--- config.mk ---
export PLATFORM = sky130hd
export DESIGN_NAME = req_queue4
export DESIGN_NICKNAME = d
export VERILOG_FILES = /design/src/rtl/req_queue4.sv
export SDC_FILE = /design/constraint.sdc
export NUM_CORES = 1
export LEC_CHECK = 0
export CORE_ASPECT_RATIO = 0.6
export CORE_MARGIN = 5
export CORE_UTILIZATION = 40
export CTS_CLUSTER_DIAMETER = 60
export DETAILED_ROUTE_END_ITERATION = 12
export PLACE_DENSITY = 0.69
export RECOVER_POWER = 50
export SLEW_MARGIN = 20
export SYNTH_ARGS = -nofsm -noshare
export SYNTH_HDL_FRONTEND = slang
export SYNTH_SLANG_ARGS = --single-unit
--- constraint.sdc ---
create_clock -name clock -period 2.55 [get_ports clock]
set_input_delay 0.3825 -clock clock [delete_from_list [all_inputs] [get_ports clock]]
set_output_delay 0.3825 -clock clock [all_outputs]
set_load 0.1 [all_outputs]
--- src/rtl/req_queue4.sv ---
// Four-requester pending-request queue feeding a 4-way rotating-priority arbiter.
// Optional per-requester starvation watchdog enabled by defining REQ_QUEUE_STARVE_EN.
module req_queue4 #(
  parameter int DEPTH        = 4,
  parameter int CW           = $clog2(DEPTH + 1),
  parameter int STARVE_LIMIT = 15
) (
  input  logic            clock,
  input  logic            reset,
  input  logic [3:0]      push,
  input  logic            flush,
  output logic [3:0]      full,
  output logic [3:0]      req,
  output logic            en,
  input  logic [3:0]      gnt,
  input  logic            ready,
  output logic            issue_valid,
  output logic [1:0]      issue_id,
  output logic [4*CW-1:0] pend_cnt,
  output logic            overflow,
  output logic            gnt_err
`ifdef REQ_QUEUE_STARVE_EN
  ,
  output logic [3:0]      starve
`endif
);

  if (DEPTH < 1 || DEPTH > 15 || STARVE_LIMIT < 1) begin : g_bad_param
    $error("req_queue4: DEPTH must be 1..15 and STARVE_LIMIT at least 1");
  end

  logic [CW-1:0] cnt      [4];
  logic [CW-1:0] cnt_next [4];
  logic [3:0]    inc;
  logic [3:0]    dec;
  logic [3:0]    drop;
  logic          gnt_onehot;
  logic          gnt_hit;
  logic          accept;
  logic          illegal;
  logic [1:0]    gnt_idx;

  assign en = ready & ~flush;

  // NOTE: every signal gets a default at the top of always_comb so no path leaves it unassigned (no latch).
  always_comb begin
    full     = '0;
    req      = '0;
    pend_cnt = '0;
    for (int i = 0; i < 4; i++) begin
      full[i]               = (cnt[i] == CW'(DEPTH));
      req[i]                = (cnt[i] != '0);
      pend_cnt[i*CW +: CW]  = cnt[i];
    end
  end

  // A grant is legal only if it names exactly one requester that actually has work pending.
  assign gnt_onehot = (gnt != 4'd0) && ((gnt & (gnt - 4'd1)) == 4'd0);
  assign gnt_hit    = |(gnt & req);
  assign accept     = en & gnt_onehot & gnt_hit;
  assign illegal    = en & (gnt != 4'd0) & ~(gnt_onehot & gnt_hit);

  assign inc  = push & ~full;
  assign drop = push & full;
  assign dec  = accept ? gnt : 4'd0;

  always_comb begin
    gnt_idx = 2'd0;
    case (gnt)
      4'b0010: gnt_idx = 2'd1;
      4'b0100: gnt_idx = 2'd2;
      4'b1000: gnt_idx = 2'd3;
      default: gnt_idx = 2'd0;
    endcase
  end

  always_comb begin
    for (int i = 0; i < 4; i++) begin
      cnt_next[i] = cnt[i];
      if (flush)
        cnt_next[i] = '0;
      else if (inc[i] && !dec[i])
        cnt_next[i] = cnt[i] + CW'(1);
      else if (dec[i] && !inc[i])
        cnt_next[i] = cnt[i] - CW'(1);
    end
  end

  // NOTE: sequential state uses non-blocking assignments so every register samples pre-edge values.
  always_ff @(posedge clock or negedge reset) begin
    if (!reset) begin
      for (int i = 0; i < 4; i++) cnt[i] <= '0;
      issue_valid <= 1'b0;
      issue_id    <= 2'd0;
      overflow    <= 1'b0;
      gnt_err     <= 1'b0;
    end else begin
      for (int i = 0; i < 4; i++) cnt[i] <= cnt_next[i];
      issue_valid <= accept;
      if (accept)  issue_id <= gnt_idx;
      if (|drop)   overflow <= 1'b1;
      if (illegal) gnt_err  <= 1'b1;
    end
  end

`ifdef REQ_QUEUE_STARVE_EN
  localparam int AW = $clog2(STARVE_LIMIT + 1);

  logic [AW-1:0] age [4];

  // Age counts cycles a requester waits unserved; any service or emptying restarts it.
  always_ff @(posedge clock or negedge reset) begin
    if (!reset) begin
      for (int i = 0; i < 4; i++) age[i] <= '0;
    end else begin
      for (int i = 0; i < 4; i++) begin
        if (flush || dec[i] || !req[i] || cnt_next[i] == '0)
          age[i] <= '0;
        else if (age[i] != AW'(STARVE_LIMIT))
          age[i] <= age[i] + AW'(1);
      end
    end
  end

  always_comb begin
    starve = '0;
    for (int i = 0; i < 4; i++) starve[i] = (age[i] == AW'(STARVE_LIMIT));
  end
`endif

endmodule
# == After elaboration in Yosys (flattened, before gate mapping) ==
# Cells that the tools add are included.
# op_classes
bitwise_logic,13
n_reduce_logical,29
mux,14
eq_ne,7
addsub,9
# ops
operator,n
$mux W3,12
$reduce_bool A3 Y1,8
$and A4 B4 Y4,4
$add A3 B1 Y3 const B,4
$eq A3 B3 Y1 const B,4
$sub A3 B1 Y3 const B,4
$logic_and A1 B1 Y1,9
$logic_not A1 Y1,8
$reduce_or A4 Y1,2
$and A1 B1 Y1,6
$pmux W2 S3,1
$eq A4 B2 Y1 const B,1
$eq A4 B3 Y1 const B,1
$eq A4 B4 Y1 const B,1
$logic_not A4 Y1,1
$mux W4,1
$not A4 Y4,1
$reduce_bool A4 Y1,1
$sub A4 B1 Y4 const B,1
$not A1 Y1,2
# word_totals
output_inout_bits,26
input_bits,12
register_bits,17
wordCells,80

# == Depth between registers and ports, before layout ==
# logic_depth
depth_word,11
ltp_mapped,10
mapped_depth_nobuf,8

# == Worst setup path after synthesis ==
# No wires, ideal clock.
# synth_path
path_type,flip-flop to flip-flop
start,register cnt (netlist bit pend_cnt[11])
end,register cnt (netlist bit pend_cnt[11])
t_arrival_ps,4964
path_buffers,0
stages_incl_launch_ff,9
setup_slack_ps,-2518
cell_sequence,dfrtp_1 nor3b_1 nand2b_1 o21bai_1 inv_1 fa_1 nor2_1 or4b_1 o311ai_1
# synth_via
elab_cells_between_ends,18
classes_between,add/sub: 2; eq/ne: 1; mux: 4; bitwise: 4; reduce/logical: 7
# synth_rtl
item,line_no,text
from (decl),32,logic [CW-1:0] cnt [4];
$eq A3 B3 Y1 *,51,full[i] = (cnt[i] == CW'(DEPTH));
named net full[3],12,"output logic [3:0] full,"
$not A4 Y4 *,63,assign inc = push & ~full;
$and A4 B4 Y4 *,63,
$logic_and A1 B1 Y1 or $logic_not A1 Y1 (tied branches),"82, 84",
$mux W3 or $logic_and A1 B1 Y1 (tied branches),"82, 84",
$mux W3 or $reduce_bool A3 Y1 (tied branches),-,
# Mark *: on every way through the listed nets, which the timed path passes. The rest lies on a longest branch. The select of a mux whose other input is x is not followed.
# A chain may end at the register's enable or synchronous reset.

# == Worst setup path in the final report ==
# layout_path
start,input gnt[3]
end,register cnt (netlist bit pend_cnt[5])
# layout_via
elab_chain_len,11
elab_cells_between_ends,16
classes_between,add/sub: 1; mux: 3; bitwise: 4; reduce/logical: 8
# layout_rtl
item,line_no,text
from (decl),15,"input logic [3:0] gnt,"
$sub A4 B1 Y4,58,assign gnt_onehot = (gnt != 4'd0) && ((gnt & (gnt - 4'd1)) == 4'd0);
$and A4 B4 Y4,58,
$logic_not A4 Y1,58,
$logic_and A1 B1 Y1,58,
$and A1 B1 Y1,60,assign accept = en & gnt_onehot & gnt_hit;
$and A1 B1 Y1 *,60,
$mux W4 *,65,assign dec = accept ? gnt : 4'd0;
$logic_not A1 Y1,82,else if (inc[i] && !dec[i])
$logic_and A1 B1 Y1,82,
$mux W3,82,
$mux W3,80,if (flush)
# Mark *: on every way between the ends. The rest lies on a longest branch, timed or not.

==> results.cfg <==
[die]
core_area_mm2 = 0.00322
die_area_mm2 = 0.00459
initial_core_util = 0.410
die_h_um = 54.5
ios = 38
rows = 16
die_x_um = 84.2

[hold_path]
holdCritPathClass = reg -> reg
min_from = gnt_err
min_to = gnt_err
whs_path_depth = 1

[sta]
rsz0062_at_grt = true
setup_viol = 2
period_needed_ns = 2.55
tightest_slew_ns = 1.19
fin_skew_ns = 0.00551
hold_viol_final = 0
report.final.slew_viol_count = 0
layout_setup_ws_ns = -0.00354
post-route-period-util = 1.00
max_freq_ghz = 0.392
relSlewSlack = 0.209

[route]
drt-initial-drc-count = 86
dr.pass1.iters = 4
antenna_left = 0
wl_per_cell_um = 16.5
drt_wl_total_um = 4370
viasPerCell = 5.30
vias = 1404
drc = 0

[setup_path]
critPathLaunchType = primary input
cp.required_ns = 2.70
reg2reg_from = pend_cnt[9]
ff2ff_path_depth = 9
slowest_delay_ns = 0.53
crit_path_end_kind = flop
rrSetupSlack_ns = 0.03
cp_slowest_cell = clkdlybuf4s50_1
cp.arrival_ns = 2.70
crit_family = buffers and inverters
crit_type = in -> reg
path_cells = clkdlybuf4s50_1 -> o31a_1 -> o41ai_4 -> buf_4 -> nor3_4 -> nor2_2 -> fa_2 -> and2_1 -> mux2i_1 -> mux2_2
r2r_end = pend_cnt[5]
critPathBufInv = 2
cp_max_fo = 2

[layout]
final_area_mm2 = 0.00212
fill_cells = 253
syn_to_final_growth_pct = 60.8
layout-drive-gt1-share = 0.473
diodes = 0
nets = 237

[yosys]
synth_edf_count = 0
async_flop_share = 1.00
synth_cell_types = 43
synth_top_area_share = 0.322
yosysSeqAreaShare = 0.322
syn_avg_cell_area_um2 = 8.63
ys.flop_type = dfrtp_1
yosysTopAreaCell = dfrtp_1
synth_top_cells_by_area = dfrtp_1, fa_1, nor2_1
yosysWarnings = 0
syn-cell-area_mm2 = 0.00132
synth-seq-cells = 17
synthCells = 153
synth_nets = 169

[status]
status = finished, violations left
violations = setup timing

[pwr]
power_per_cell_area_mw_per_mm2 = 678
leakage_nw = 0.887
finalPower_w = 0.00144
ir_drop_uv = 404

[cts]
clk_latency_ns = 0.26
cts_buffers = 3
clock-sinks = 17
clockRootBuffer = clkbuf_8
cts_tree = built
clkTransAtPathRegs_ns = 0.07
h-tree-depth = 1
clockBufferDepth = 2

[global_routing]
grt_pass1_wl_um = 6600
grt_pass1_vias = 1357
grt_antenna_before_repair = 0
grt_overflow = 0
grt.total_usage = 0.186
grt_max_degree = 19

[place]
place_congestion = 0.822
portBuffers = 37
hpwl_um = 3260
placed_area_mm2 = 0.00199

[run]
cap_violations = 0
## worst register-to-register path, cell delays in order (launching register included)
cell and delay [ns]:
dfrtp_4 0.51, o31a_1 0.38, o41ai_4 0.40, buf_4 0.18
nor3_4 0.04, nor2_2 0.10, fa_2 0.22, nor2_2 0.04
mux2i_1 0.18, mux2_2 0.36
## routing by layer
metal,global-route usage,up-vias,wire length [µm]
li1,-,676,-
met1,0.248,667,1980
met2,0.298,54,2000
met4,0.0374,0,38
met3,0.0632,7,353
met5,0,-,0
## layout make-up
| class | instances | area [µm²] | share of cell area |
|---|---|---|---|
| tap | 45 | 56.3 | 0.0265 |
| sequential | 17 | 465 | 0.219 |
| clock buffer | 4 | 45.0 | 0.0212 |
| timing repair buffer | 69 | 538 | 0.254 |
| inverter | 14 | 52.6 | 0.0248 |
| multi-input combinational | 116 | 965 | 0.455 |
## kinds of logic after synthesis
kind of cell / synth area share
AOI/OAI and AO/OA: 0.193
xor gates and xnor gates: 0.0199
adders and majority gates: 0.0607
buffers and inverters: 0.0663
DFF: 0.322
muxes: 0.0663
and+or+nand+nor: 0.271
## registers in the layout (all words and copies together) (netlist names)
signal       count
overflow         1
issue_valid      1
gnt_err          1
issue_id         2
pend_cnt        12
## power breakdown
part           switching (W)  internal (W)  leakage (nW)
Combinational       0.000609      0.000259         0.665
Clock              0.0000987      0.000111        0.0228
Sequential         0.0000484      0.000313         0.199
Total               0.000756      0.000683         0.887
## cell usage after synthesis (2+ instances only)
cell,number
o21a_1,3
mux2_2,6
nand2_1,6
a21oi_1,12
mux2i_1,2
nor2_1,20
or4b_1,2
dfrtp_1,17
or3_1,5
or2_2,2
nand2b_1,5
inv_1,14
fa_1,4
and3_1,3
xor2_1,2
o311ai_1,2
buf_2,4
nor4b_1,2
o31a_1,5
and2_1,2
nor2b_1,3
o21ai_0,4
nor2_2,2
nand3_1,4
nor3b_1,4
## through the flow
stage | hold slack [ns] | setup WS, ns | TNS [ns] | std cells | util
after detailed placement | 0.459 | -0.293 | -1.34 | 255 | 0.617
after floorplan | 0.0869 | -0.550 | -3.35 | 153 | -
after CTS | 0.455 | 0.0145 | 0 | 260 | 0.634
final | 0.465 | -0.00354 | -0.00528 | 265 | 0.658
after global placement | 0.454 | -0.234 | -1.01 | 255 | 0.617
after global routing | 0.495 | -0.0719 | -0.214 | 265 | 0.658
## worst max-delay path by stage
stage / end / slack [ns] / cells after the start / from
floorplan: pend_cnt[11] / -0.55 / 8 / pend_cnt[11]
global placement: pend_cnt[5] / -0.23 / 9 / gnt[2]
detailed placement: pend_cnt[5] / -0.29 / 9 / gnt[2]
CTS: pend_cnt[5] / 0.01 / 9 / gnt[2]
global route: pend_cnt[2] / -0.07 / 10 / gnt[3]
finish: pend_cnt[5] / -0.004 / 10 / gnt[3]
## what timing repair did
action	CTS	global route
pin swaps	0	9
hold buffers	0	0
resized for setup	0	16
hold endpoints to repair	0	0
gates cloned	0	0
buffers inserted	1	5
endpoints found under the setup margin	2	5
## cells in the final DEF (no fill, tap or decap), types with 4 or more instances in the layout
cell type        instances
clkdlybuf4s50_1          9
nor2_2                   8
nor2_1                  12
nor3b_4                  4
fa_2                     4
o31a_1                   5
clkbuf_1                 8
or3_1                    5
a21oi_1                 12
mux2_2                   6
nand2_1                  6
buf_4                   49
dfrtp_1                  5
inv_1                   13
dfrtp_4                 10
Note: power is estimated with default switching activity, not from simulation.
